--- config.mk ---
export PLATFORM = sky130hd
export DESIGN_NAME = lsu_mem_ctrl
export DESIGN_NICKNAME = d
export VERILOG_FILES = /design/src/rtl/lsu_mem_ctrl.sv
export SDC_FILE = /design/constraint.sdc
export NUM_CORES = 1
export LEC_CHECK = 0
export BUFFER_PORTS_ARGS = -buffer_cell sky130_fd_sc_hd__buf_2
export CAP_MARGIN = 10
export CORE_MARGIN = 3
export CORE_UTILIZATION = 49
export CTS_BUF_LIST = sky130_fd_sc_hd__clkbuf_4
export CTS_CLUSTER_DIAMETER = 80
export DETAILED_ROUTE_END_ITERATION = 10
export GPL_TIMING_DRIVEN = 0
export PLACE_DENSITY = 0.9
export SLEW_MARGIN = 15
export SYNTH_ARGS = -nofsm -noshare
export SYNTH_HDL_FRONTEND = slang
export SYNTH_SLANG_ARGS = --single-unit
--- constraint.sdc ---
create_clock -name clk -period 3.35 [get_ports clk]
set_input_delay 0.1675 -clock clk [delete_from_list [all_inputs] [get_ports clk]]
set_output_delay 0.1675 -clock clk [all_outputs]
set_load 0.01 [all_outputs]
--- src/rtl/lsu_mem_ctrl.sv ---
// lsu_mem_ctrl: single-outstanding RISC-V load/store unit in front of a word-wide data memory.
// Ports:
//   clk, rst                 clock and asynchronous active-high reset
//   req_valid/req_ready      request handshake; ready only while idle
//   req_we, req_funct3       store flag and RISC-V access width/sign code
//   req_addr, req_wdata      byte address and store data
//   resp_valid/rdata/err     one-cycle completion with extended load data or error flag
//   mem_addr/we/wd, mem_rd   word-aligned memory port with fixed read latency
module lsu_mem_ctrl #(
    parameter int DATA_WIDTH  = 32,
    parameter int MEM_LATENCY = 1
) (
    input  logic                  clk,
    input  logic                  rst,
    input  logic                  req_valid,
    output logic                  req_ready,
    input  logic                  req_we,
    input  logic [2:0]            req_funct3,
    input  logic [DATA_WIDTH-1:0] req_addr,
    input  logic [DATA_WIDTH-1:0] req_wdata,
    output logic                  resp_valid,
    output logic [DATA_WIDTH-1:0] resp_rdata,
    output logic                  resp_err,
    output logic [DATA_WIDTH-1:0] mem_addr,
    output logic                  mem_we,
    output logic [DATA_WIDTH-1:0] mem_wd,
    input  logic [DATA_WIDTH-1:0] mem_rd
);
    typedef enum logic [1:0] {IDLE, READ_WAIT, WRITE, RESP} state_t;
    state_t                state_q, state_d;
    logic [DATA_WIDTH-1:0] addr_q, addr_d, rdata_q, rdata_d, wd_q, wd_d, load_val, merged;
    logic [15:0]           wdata_q, wdata_d, half_sel;
    logic [7:0]            byte_sel;
    logic [2:0]            f3_q, f3_d, cnt_q, cnt_d;
    logic                  we_q, we_d, err_q, err_d, illegal, misal;
    assign illegal = req_we ? (req_funct3 > 3'd2) : (req_funct3 == 3'b011 || req_funct3 > 3'b101);
    assign misal   = (req_funct3[1:0] == 2'b01 && req_addr[0]) ||
                     (req_funct3[1:0] == 2'b10 && req_addr[1:0] != 2'b00);
    assign byte_sel = mem_rd[{addr_q[1:0], 3'b000} +: 8];
    assign half_sel = mem_rd[{addr_q[1], 4'b0000} +: 16];
    assign load_val = f3_q == 3'b000 ? {{(DATA_WIDTH-8){byte_sel[7]}}, byte_sel} :
                      f3_q == 3'b001 ? {{(DATA_WIDTH-16){half_sel[15]}}, half_sel} :
                      f3_q == 3'b100 ? {{(DATA_WIDTH-8){1'b0}}, byte_sel} :
                      f3_q == 3'b101 ? {{(DATA_WIDTH-16){1'b0}}, half_sel} : mem_rd;
    // Sub-word store: splice the new byte/half into the word just read back.
    always_comb begin
        merged = mem_rd;
        if (f3_q[0]) merged[{addr_q[1], 4'b0000} +: 16] = wdata_q;
        else merged[{addr_q[1:0], 3'b000} +: 8] = wdata_q[7:0];
    end
    always_comb begin
        state_d = state_q;
        addr_d  = addr_q;
        f3_d    = f3_q;
        we_d    = we_q;
        wdata_d = wdata_q;
        cnt_d   = cnt_q;
        rdata_d = rdata_q;
        wd_d    = wd_q;
        err_d   = err_q;
        case (state_q)
            IDLE: if (req_valid) begin
                addr_d  = req_addr;
                f3_d    = req_funct3;
                we_d    = req_we;
                wdata_d = req_wdata[15:0];
                wd_d    = req_wdata;
                cnt_d   = 3'(MEM_LATENCY);
                rdata_d = '0;
                err_d   = illegal || misal;
                state_d = (illegal || misal) ? RESP :
                          (req_we && req_funct3 == 3'b010) ? WRITE : READ_WAIT;
            end
            // Counter reaching zero marks the cycle mem_rd is valid for mem_addr.
            READ_WAIT: if (cnt_q == 3'd0) begin
                state_d = we_q ? WRITE : RESP;
                rdata_d = we_q ? '0 : load_val;
                wd_d    = we_q ? merged : wd_q;
            end else cnt_d = cnt_q - 3'd1;
            WRITE:   state_d = RESP;
            default: state_d = IDLE;
        endcase
    end
    always_ff @(posedge clk or posedge rst) begin
        if (rst) begin
            state_q <= IDLE;
            addr_q  <= '0;
            f3_q    <= '0;
            we_q    <= 1'b0;
            wdata_q <= '0;
            cnt_q   <= '0;
            rdata_q <= '0;
            wd_q    <= '0;
            err_q   <= 1'b0;
        end else begin
            state_q <= state_d;
            addr_q  <= addr_d;
            f3_q    <= f3_d;
            we_q    <= we_d;
            wdata_q <= wdata_d;
            cnt_q   <= cnt_d;
            rdata_q <= rdata_d;
            wd_q    <= wd_d;
            err_q   <= err_d;
        end
    end
    assign req_ready  = state_q == IDLE;
    assign resp_valid = state_q == RESP;
    assign resp_rdata = resp_valid ? rdata_q : '0;
    assign resp_err   = resp_valid && err_q;
    assign mem_we     = state_q == WRITE;
    assign mem_addr   = {addr_q[DATA_WIDTH-1:2], 2'b00};
    assign mem_wd     = wd_q;
endmodule
==> results.py <==
metrics = {
    "timing": {
        "rsz0062_at_grt": "no",
        "tightest_slew_ns": 0.666,
        "tns_ns": 0,
        "final_min_period_over_clock_period_pct": 82.6,
        "finalHoldViolations": 0,
        "fmax_mhz": 361,
        "maxSlewViolCount": 0,
        "maxSlewHeadroom_pct": 55.6,
        "setup_viol": 0,
        "fin_crit_ns": 2.77,
        "fin_skew_ns": 0.0180,
    },
    "layout": {
        "utilization_pct": 68.3,
        "finalNetCount": 1122,
        "final_area_um2": 9550,
        "areaGrowthSynthToFinish_pct": 35.1,
        "n_antenna_cell": 0,
        "drive_gt1_share_pct": 34.8,
    },
    "setup_path": {
        "critical_path.max_fanout": 10,
        "cp.required_ns": 3.85,
        "cp-start-kind": "register",
        "cp_slowest_stage_delay_ns": 0.48,
        "rrSetupSlack_ns": 0.58,
        "worstPathCellList": "buf_2 -> buf_4 -> inv_1 -> ha_1 -> nor3b_4 -> buf_6 -> nand4_1 -> a221oi_1 -> o22a_1",
        "cp_num_buf_inv": 4,
        "crit_family": "buffers and inverters",
        "r2r-end": "mem_wd[8]$_DFFE_PP0P_",
        "critPathKind": "reg -> reg",
        "cp.depth": 9,
        "arrival_ns": 3.27,
        "r2r.worst_path.cells": 9,
        "r2r-start": "addr_q[1]$_DFFE_PP0P_",
        "critPathSlowestCell": "a221oi_1",
        "worstSetupEndpointType": "register",
    },
    "routing": {
        "drtIter0Drc": 861,
        "wl_per_cell_um": 20.3,
        "via_per_inst": 5.90,
        "drtPass1Iterations": 5,
        "drc_errors": 0,
        "routed_wl_um": 24300,
        "ant_nets": 0,
        "vias": 7072,
    },
    "pwr": {
        "power_mw": 8.82,
        "ir_drop_uv": 495,
        "p_leak_nw": 4.58,
        "power.density_nw_per_um2": 923,
    },
    "global_route": {
        "grt_max_degree": 38,
        "antenna_found_initial": 0,
        "grt_pass1_wl_um": 38500,
        "grt_pass1_vias": 7100,
        "globalRouteTotalUtil_pct": 30.5,
        "overflow": 0,
    },
    "floorplan": {
        "num_io_pins": 203,
        "start_util_pct": 50.5,
        "die_area_um2": 15900,
        "core_area_um2": 14000,
        "die_h_um": 126,
        "die_x_um": 126,
        "rows": 43,
    },
    "worst_hold_path": {
        "worstHoldStart": "mem_rd[7]",
        "whs_endpoint": "rdata_q[7]$_DFFE_PP0P_",
        "holdPathStages": 4,
        "min_path_type": "in -> reg",
    },
    "logic_synthesis": {
        "async_flop_share_pct": 100,
        "yosysUniqueCellTypes": 50,
        "synthMuxAreaShare_pct": 13.9,
        "ys_seq_area_share_pct": 43.2,
        "synthXorXnorAreaFrac_pct": 0,
        "synth_compound_area_share_pct": 19.2,
        "ys.warnings.count": 0,
        "synthTopCellsByArea": "dfrtp_1 43%, mux2_2 8.6%, mux2i_1 4.7%",
        "synth_top_family_by_area": "compound AO/OA/AOI/OAI gates",
        "synth_area_leader_cell": "dfrtp_1",
        "synthesis.instances": 699,
        "synth-edff-count": 0,
        "synth_top_area_share_pct": 43.2,
        "syn_area_um2": 7070,
        "synth_fa_ha_area_share_pct": 1.95,
        "synth_ff_type": "dfrtp_1",
        "synth-simple-area-share_pct": 13.6,
        "ys_ff_latch": 122,
        "syn_avg_cell_area_um2": 10.1,
    },
    "placed_design": {
        "placed_area_um2": 8360,
        "io_buffers": 200,
        "place.gp.congestion": 0.965,
        "dpl.hpwl_um": 17000,
    },
    "cts": {
        "holdBufCountCts": 86,
        "clkSlewWorstSetupHoldPaths_ns": 0.11,
        "post-cts-setup-buffers": 0,
        "cts.sinks": 122,
        "cts_resized": 0,
        "clock_latency_ns": 0.55,
        "cts-root-buf": "clkbuf_4",
        "cts_max_level": 4,
        "cts_tree": "built",
        "clockBufferDepth": 2,
        "cts_inserted_buffers": 17,
    },
    "flow_run": {
        "drv_cap": 0,
    },
    "outcome": {
        "status": "complete, no violations",
    },
}
[cell families after synthesis]
kind of cell    after synthesis
buf+inv                     107
fa+ha+maj                    11
other cells                   1
compound gates              190
simple gates                179
mux                          89
flops                       122
[Yosys cell counts (2+ instances only)]
library cell and number:
a22oi_1 31, a221oi_1 9, buf_2 24, a22o_1 7, nand3_1 3, o22ai_1 2, o21ai_0 4, ha_1 11
nand3b_1 2, a221o_1 18, mux2i_1 33, nand2_1 53, inv_1 21, o22a_1 8, nand4_1 16, buf_4 36
a21oi_1 59, nor2_1 31, o32ai_1 8, nor3_1 2, dfrtp_1 122, a211oi_1 7, nand2b_1 9, a311o_1 7
o21ai_1 8, buf_1 2, clkbuf_1 23, nor2b_1 12, and2_1 40, o221ai_1 9, mux4_2 2, a31oi_1 9
mux2_2 54
[stage by stage]
| step | setup slack [ns] | hold WS, ns | std cells |
|---|---|---|---|
| floorplan | 1.15 | 0.303 | 700 |
| global placement | 0.699 | 0.398 | 1080 |
| detailed placement | 0.671 | 0.211 | 1083 |
| CTS | 0.650 | 0.0258 | 1199 |
| global route | 0.454 | 0.0410 | 1199 |
| finish | 0.582 | 0.0668 | 1199 |
[worst max path at each step]
stage                                        end                  start
after CTS                  mem_wd[8]$_DFFE_PP0P_  addr_q[1]$_DFFE_PP0P_
after global placement     mem_wd[8]$_DFFE_PP0P_  addr_q[1]$_DFFE_PP0P_
after floorplan           mem_wd[16]$_DFFE_PP0P_  addr_q[1]$_DFFE_PP0P_
after global routing       mem_wd[8]$_DFFE_PP0P_  addr_q[1]$_DFFE_PP0P_
final                      mem_wd[8]$_DFFE_PP0P_  addr_q[1]$_DFFE_PP0P_
after detailed placement   mem_wd[8]$_DFFE_PP0P_  addr_q[1]$_DFFE_PP0P_
[worst register-to-register path, stage by stage, from the launching register on]
cell,delay [ns]
dfrtp_1,0.41
buf_2,0.19
buf_4,0.22
inv_1,0.13
ha_1,0.38
nor3b_4,0.39
buf_6,0.20
nand4_1,0.11
a221oi_1,0.48
o22a_1,0.22
[report_power, final]
group	switching, mW	leakage, nW	internal, mW
sequential	0.574	1.48	2.18
combinational	2.70	2.92	2.14
clock	0.549	0.175	0.677
[sequential cells by signal (all words and copies together), names as in the netlist]
register and cells:
addr_q 32, wdata_q 16, rdata_q 32, cnt_q 3, state_q 2, we_q 1, err_q 1, f3_q 3
mem_wd 32
[layout make-up]
cell class              count  area, um^2
fillers                  1058        4440
multi-input cells         471        3450
flip-flops and latches    122        3050
repair buffers            289        1920
plain buffers              86         495
well taps                 180         225
clock inverters            10         175
clock buffers              20         150
inverters                  21        82.6
[per-layer routing]
| layer | vias up | global-route usage, % | wire, um |
|---|---|---|---|
| li1 | 3164 | - | - |
| met1 | 3376 | 39.2 | 9550 |
| met2 | 439 | 48.9 | 11400 |
| met3 | 93 | 8.69 | 2430 |
| met4 | 0 | 12.5 | 956 |
| met5 | - | 0 | 0 |
[placed cells by master, fill, tap and decap left out, types with 11 or more instances in the layout]
cell type / synthesis / layout
mux2i_1: 33 / 33
buf_4: 36 / 36
dlygate4sd3_1: 0 / 86
nand2_1: 53 / 53
mux2_2: 54 / 54
nor2_1: 31 / 31
clkbuf_4: 0 / 20
and2_1: 40 / 40
a22oi_1: 31 / 31
ha_1: 11 / 11
a21oi_1: 59 / 59
a221o_1: 18 / 18
nor2b_1: 12 / 12
dfrtp_1: 122 / 122
buf_2: 24 / 224
inv_1: 21 / 20
nand4_1: 16 / 16
clkbuf_1: 23 / 23
(Power assumes the default switching activity.)
